### config.mk
export PLATFORM = sky130hd
export DESIGN_NAME = ps2_key_buffer
export DESIGN_NICKNAME = d
export VERILOG_FILES = /design/src/rtl/ps2_key_buffer.sv
export SDC_FILE = /design/constraint.sdc
export NUM_CORES = 1
export LEC_CHECK = 0
export ABC_AREA = 1
export BUFFER_PORTS_ARGS = -buffer_cell sky130_fd_sc_hd__buf_2
export CORE_ASPECT_RATIO = 0.7
export CORE_MARGIN = 5
export CORE_UTILIZATION = 50
export DETAILED_ROUTE_END_ITERATION = 10
export GPL_TIMING_DRIVEN = 0
export PLACE_DENSITY = 0.77
export REMOVE_ABC_BUFFERS = 1
export SYNTH_ARGS = -nofsm -noshare
export SYNTH_HDL_FRONTEND = slang
export SYNTH_SLANG_ARGS = --single-unit
### constraint.sdc
create_clock -name Clock_50 -period 5 [get_ports Clock_50]
set_input_delay 0.5 -clock Clock_50 [delete_from_list [all_inputs] [get_ports Clock_50]]
set_output_delay 0.5 -clock Clock_50 [all_outputs]
set_load 0.01 [all_outputs]
### src/rtl/ps2_key_buffer.sv
// PS/2 scan-code buffer: picks out new make codes, drops break codes and optionally key repeats,
// and queues the accepted codes in a first-word-fall-through FIFO for the LCD writer.
module ps2_key_buffer #(
    parameter int DEPTH_LOG2      = 3,
    parameter bit SUPPRESS_REPEAT = 1'b1
) (
    input  logic                  Clock_50,
    input  logic                  Resetn,
    input  logic [7:0]            PS2_code,
    input  logic                  PS2_code_ready,
    input  logic                  PS2_make_code,
    input  logic                  Flush,
    input  logic                  Key_pop,
    output logic                  Key_valid,
    output logic [7:0]            Key_code,
    output logic [DEPTH_LOG2:0]   Key_fill,
    output logic [7:0]            Overflow_count
);

    localparam int DEPTH = 1 << DEPTH_LOG2;

    // state      | meaning
    // S_NO_KEY   | no key held; the next make code is always accepted
    // S_KEY_HELD | a key is held; last_code_q holds its make code
    typedef enum logic {S_NO_KEY, S_KEY_HELD} held_t;

    held_t                 held_q, held_d;
    logic [7:0]            last_code_q, last_code_d;
    logic                  ready_buf_q;
    logic [DEPTH_LOG2:0]   wr_cnt_q, wr_cnt_d;
    logic [DEPTH_LOG2:0]   rd_cnt_q, rd_cnt_d;
    logic [7:0]            key_code_q, key_code_d;
    logic [7:0]            ovf_q, ovf_d;
    logic [7:0]            mem_q [DEPTH];

    logic                  ps2_event;
    logic                  is_repeat;
    logic                  accept;
    logic [DEPTH_LOG2:0]   fill;
    logic [DEPTH_LOG2:0]   fill_d;
    logic                  full;
    logic                  empty;
    logic                  do_pop;
    logic                  do_push;
    logic                  drop;

    assign ps2_event = PS2_code_ready & ~ready_buf_q;
    assign is_repeat = SUPPRESS_REPEAT && (held_q == S_KEY_HELD) && (PS2_code == last_code_q);
    assign accept    = ps2_event & PS2_make_code & ~is_repeat;

    assign fill    = wr_cnt_q - rd_cnt_q;
    assign full    = (fill == (DEPTH_LOG2+1)'(DEPTH));
    assign empty   = (fill == '0);
    assign do_pop  = Key_pop & ~empty;
    // A full FIFO still accepts when the consumer frees a slot on the same edge.
    assign do_push = accept & (~full | do_pop);
    assign drop    = accept & full & ~do_pop;

    assign fill_d  = wr_cnt_d - rd_cnt_d;

    always_comb begin
        held_d      = held_q;
        last_code_d = last_code_q;
        wr_cnt_d    = wr_cnt_q;
        rd_cnt_d    = rd_cnt_q;
        ovf_d       = ovf_q;
        key_code_d  = key_code_q;

        if (Flush) begin
            held_d     = S_NO_KEY;
            rd_cnt_d   = wr_cnt_q;
            key_code_d = 8'h00;
        end else begin
            if (ps2_event) begin
                if (!PS2_make_code) begin
                    held_d = S_NO_KEY;
                end else if (!is_repeat) begin
                    held_d      = S_KEY_HELD;
                    last_code_d = PS2_code;
                end
            end

            if (do_push) wr_cnt_d = wr_cnt_q + 1'b1;
            if (do_pop)  rd_cnt_d = rd_cnt_q + 1'b1;
            if (drop && ovf_q != 8'hFF) ovf_d = ovf_q + 8'd1;

            // The new head may be the word being written this edge, so bypass it from the input.
            if (fill_d == '0)
                key_code_d = 8'h00;
            else if (do_push && (rd_cnt_d[DEPTH_LOG2-1:0] == wr_cnt_q[DEPTH_LOG2-1:0]))
                key_code_d = PS2_code;
            else
                key_code_d = mem_q[rd_cnt_d[DEPTH_LOG2-1:0]];
        end
    end

    always_ff @(posedge Clock_50 or negedge Resetn) begin
        if (!Resetn) begin
            held_q      <= S_NO_KEY;
            last_code_q <= 8'h00;
            ready_buf_q <= 1'b0;
            wr_cnt_q    <= '0;
            rd_cnt_q    <= '0;
            key_code_q  <= 8'h00;
            ovf_q       <= 8'h00;
        end else begin
            held_q      <= held_d;
            last_code_q <= last_code_d;
            ready_buf_q <= PS2_code_ready;
            wr_cnt_q    <= wr_cnt_d;
            rd_cnt_q    <= rd_cnt_d;
            key_code_q  <= key_code_d;
            ovf_q       <= ovf_d;
        end
    end

    always_ff @(posedge Clock_50) begin
        if (do_push && !Flush)
            mem_q[wr_cnt_q[DEPTH_LOG2-1:0]] <= PS2_code;
    end

    assign Key_valid      = ~empty;
    assign Key_fill       = fill;
    assign Key_code       = key_code_q;
    assign Overflow_count = ovf_q;

endmodule
==> flow_metrics.py <==
metrics = {
    "status": {
        "status": "finished clean",
    },
    "grt": {
        "grt_pass1_wl_um": 16940,
        "overflow": 0,
        "grt_pass1_vias": 3301,
        "grt_usage_pct": 18.75,
        "antenna_found_initial": 0,
        "grt_max_degree": 35,
    },
    "final_layout": {
        "instances_no_fill": 663,
        "fin_nets": 558,
        "fin_area_um2": 5316,
        "fillers": 757,
        "register_area_um2": 2773,
        "num_antenna_cells": 0,
        "syn_to_final_growth_pct": 11.87,
        "multi_input_comb_area_um2": 1705,
        "drive_gt1_share_pct": 13.36,
    },
    "place": {
        "hpwlAfterDp_um": 7293,
        "place.gp.congestion": 0.8562,
        "placedCellCount": 647,
        "port_buffers": 34,
        "placed_area_um2": 5002,
    },
    "sta": {
        "relSlewSlack_pct": 13.11,
        "fmax_mhz": 229.5,
        "min_period_ps": 4358,
        "holdWs_ps": 228.0,
        "finalSetupViolations": 0,
        "slew_viol_final": 0,
        "hold_violations": 0,
        "finClkSkew_ps": 10.74,
        "post-route-period-util_pct": 87.15,
        "rsz0062_at_grt": "no",
        "totalNegativeSetupSlack_ps": 0,
        "worst_slew_pin_slew_ps": 1293,
    },
    "synth": {
        "synth_top_area_share_pct": 40.44,
        "synthArstFlopShare_pct": 34.69,
        "synth.top_cells.by_count": "144 x nand2_1, 78 x nand3_1, 64 x edfxtp_1",
        "synthFlopType": "edfxtp_1",
        "synth-seq-cells": 98,
        "syn_inst": 502,
        "ys_seq_area_share_pct": 58.35,
        "yosys.area.top_type": "edfxtp_1",
        "synth_edf_count": 64,
        "synthDistinctLibCells": 31,
        "netlist_area_um2": 4752,
        "ys_top_cells_by_area": "edfxtp_1 40%, dfrtp_1 18%, nand2_1 11%",
        "yosysMostFrequentCell": "nand2_1",
        "syn_area_per_cell_um2": 9.466,
        "synth_warnings": 0,
    },
    "detailed_routing": {
        "routed-via-count": 3514,
        "drc_errors": 0,
        "routed_wl_um": 10270,
        "wl_per_cell_um": 15.48,
        "drtIter0Drc": 354,
        "ant_nets": 0,
        "dr.pass1.iters": 5,
        "vias_per_cell": 5.300,
    },
    "power": {
        "p_total_w": 0.003073,
        "p_leak_nw": 2.384,
        "vdd_drop_max_mv": 0.2909,
        "powerDensity_nw_per_um2": 577.9,
    },
    "worst_setup_path": {
        "endpoint_kind": "register",
        "timing.rr.start": "wr_cnt_q[0]$_DFF_PN0_",
        "arrival_ps": 4580,
        "startpoint_type": "register",
        "crit_type": "reg -> reg",
        "required_ps": 5220,
        "worstPathMaxFanout": 18,
        "r2r-end": "Key_code[1]$_DFF_PN0_",
        "r2r_slack_ps": 640,
        "rr_worst_depth": 24,
        "crit_start": "wr_cnt_q[0]$_DFF_PN0_",
    },
    "clock_network": {
        "root_buffer": "clkbuf_16",
        "cts_max_path_buffers": 2,
        "clk_latency_ps": 360,
        "cts_setup_buffers": 0,
        "cts_resized": 0,
        "path_clk_slew_ps": 70,
        "cts_tree": "done",
        "htreeDepth": 3,
        "cts-hold-fix-buffers": 0,
        "cts_made_buffers": 9,
        "cts_sinks": 98,
    },
    "die": {
        "dieArea_um2": 11580,
        "die_h_um": 91.57,
        "num_rows": 29,
        "ioPinCount": 35,
        "initial_core_util_pct": 51.77,
        "coreArea_um2": 9180,
        "die_w_um": 126.5,
    },
    "flow_run": {
        "cap_viol_max_count": 0,
    },
    "min_path": {
        "worstHoldPathType": "in -> async",
    },
}
kinds of logic (layout without fill, tap and decap cells):
family | after synthesis | after routing | share of synthesized area [%]
simple gates | 295 | 295 | 28.28
flops | 98 | 98 | 58.35
buf+inv | 66 | 103 | 5.766
compound gates | 19 | 19 | 2.186
xor+xnor | 13 | 13 | 2.396
fa+ha+maj | 10 | 10 | 2.791
mux | 1 | 1 | 0.2369
stage by stage:
stage	setup slack, ps	utilization [%]
after global routing	285.5	57.91
after CTS	674.1	57.91
after floorplan	1387	-
final	642.3	57.91
after global placement	787.5	54.49
after detailed placement	688.4	54.49
layout make-up:
cell class	count	area share (%)
Clock inverter	7	1.671
Inverter	53	3.742
Sequential cell	98	52.15
Timing Repair Buffer	34	3.201
Tap cell	124	2.918
Clock buffer	9	4.236
Multi-Input combinational cell	338	32.08
per-layer routing:
| layer | up-vias | GRT usage, % | wire length (um) |
|---|---|---|---|
| li1 | 1733 | - | - |
| met1 | 1614 | 26.70 | 4722 |
| met2 | 148 | 27.20 | 4420 |
| met3 | 19 | 5.982 | 937 |
| met4 | 0 | 6.250 | 186 |
| met5 | - | 0 | 0 |
power breakdown:
group	internal (W)	leakage (nW)	switching, W
clock	0.000398	0.155	0.000316
combinational	0.000428	1.22	0.000915
sequential	0.000947	1.01	0.0000693
total	0.00177	2.38	0.00130
worst max-delay path by stage:
stage / slack (ps) / to / cells past startpoint
2_1_floorplan: 1390 / Key_code[0]$_DFF_PN0_ / 24
3_3_place_gp: 790 / Key_code[1]$_DFF_PN0_ / 24
3_5_place_dp: 690 / Key_code[1]$_DFF_PN0_ / 24
4_1_cts: 670 / Key_code[1]$_DFF_PN0_ / 24
5_1_grt: 290 / Key_code[1]$_DFF_PN0_ / 24
6_report: 640 / Key_code[1]$_DFF_PN0_ / 24
flip-flops by register name (all words and copies together) (netlist names):
name / count
Key_code: 8
Overflow_count: 8
held_q: 1
last_code_q: 8
mem_q: 64
rd_cnt_q: 4
ready_buf_q: 1
wr_cnt_q: 4
critical path, cell delays in order, from the launching register on:
cell	delay [ps]
dfrtp_1	450
inv_1	150
ha_1	220
inv_1	80
fa_1	430
nor2_1	110
inv_1	60
nor2_2	140
nand3_4	150
nand2_4	120
nand2_2	70
nand2_4	200
inv_2	200
a21oi_1	260
inv_1	70
ha_1	300
inv_1	70
nor2_1	40
nor2_1	140
inv_1	60
a21oi_1	190
nand3b_1	160
a21oi_1	90
nor2_2	350
nor2_1	110
cells in the final DEF, fill, tap and decap left out:
cell type and n:
inv_8 1, a21oi_2 1, clkbuf_16 9, nor3_1 10, o211ai_1 1, inv_6 1
xor2_1 6, clkinv_8 1, nand4_1 12, ha_1 9, nand2_1 144, nand3b_1 2
dfrtp_1 34, nor2_8 1, nor2_2 6, nor2_1 32, a21oi_1 4, nand2_2 6
nand2_4 2, inv_2 3, nand3_4 2, bufinv_16 1, a21boi_0 1, xnor2_1 7
buf_2 34, edfxtp_1 64, mux2_2 1, fa_1 1, clkinv_4 2, clkinv_1 1
nand3_1 78, inv_1 49, clkinv_2 1, o21ai_0 12
Note: power is estimated with default switching activity, not from simulation.
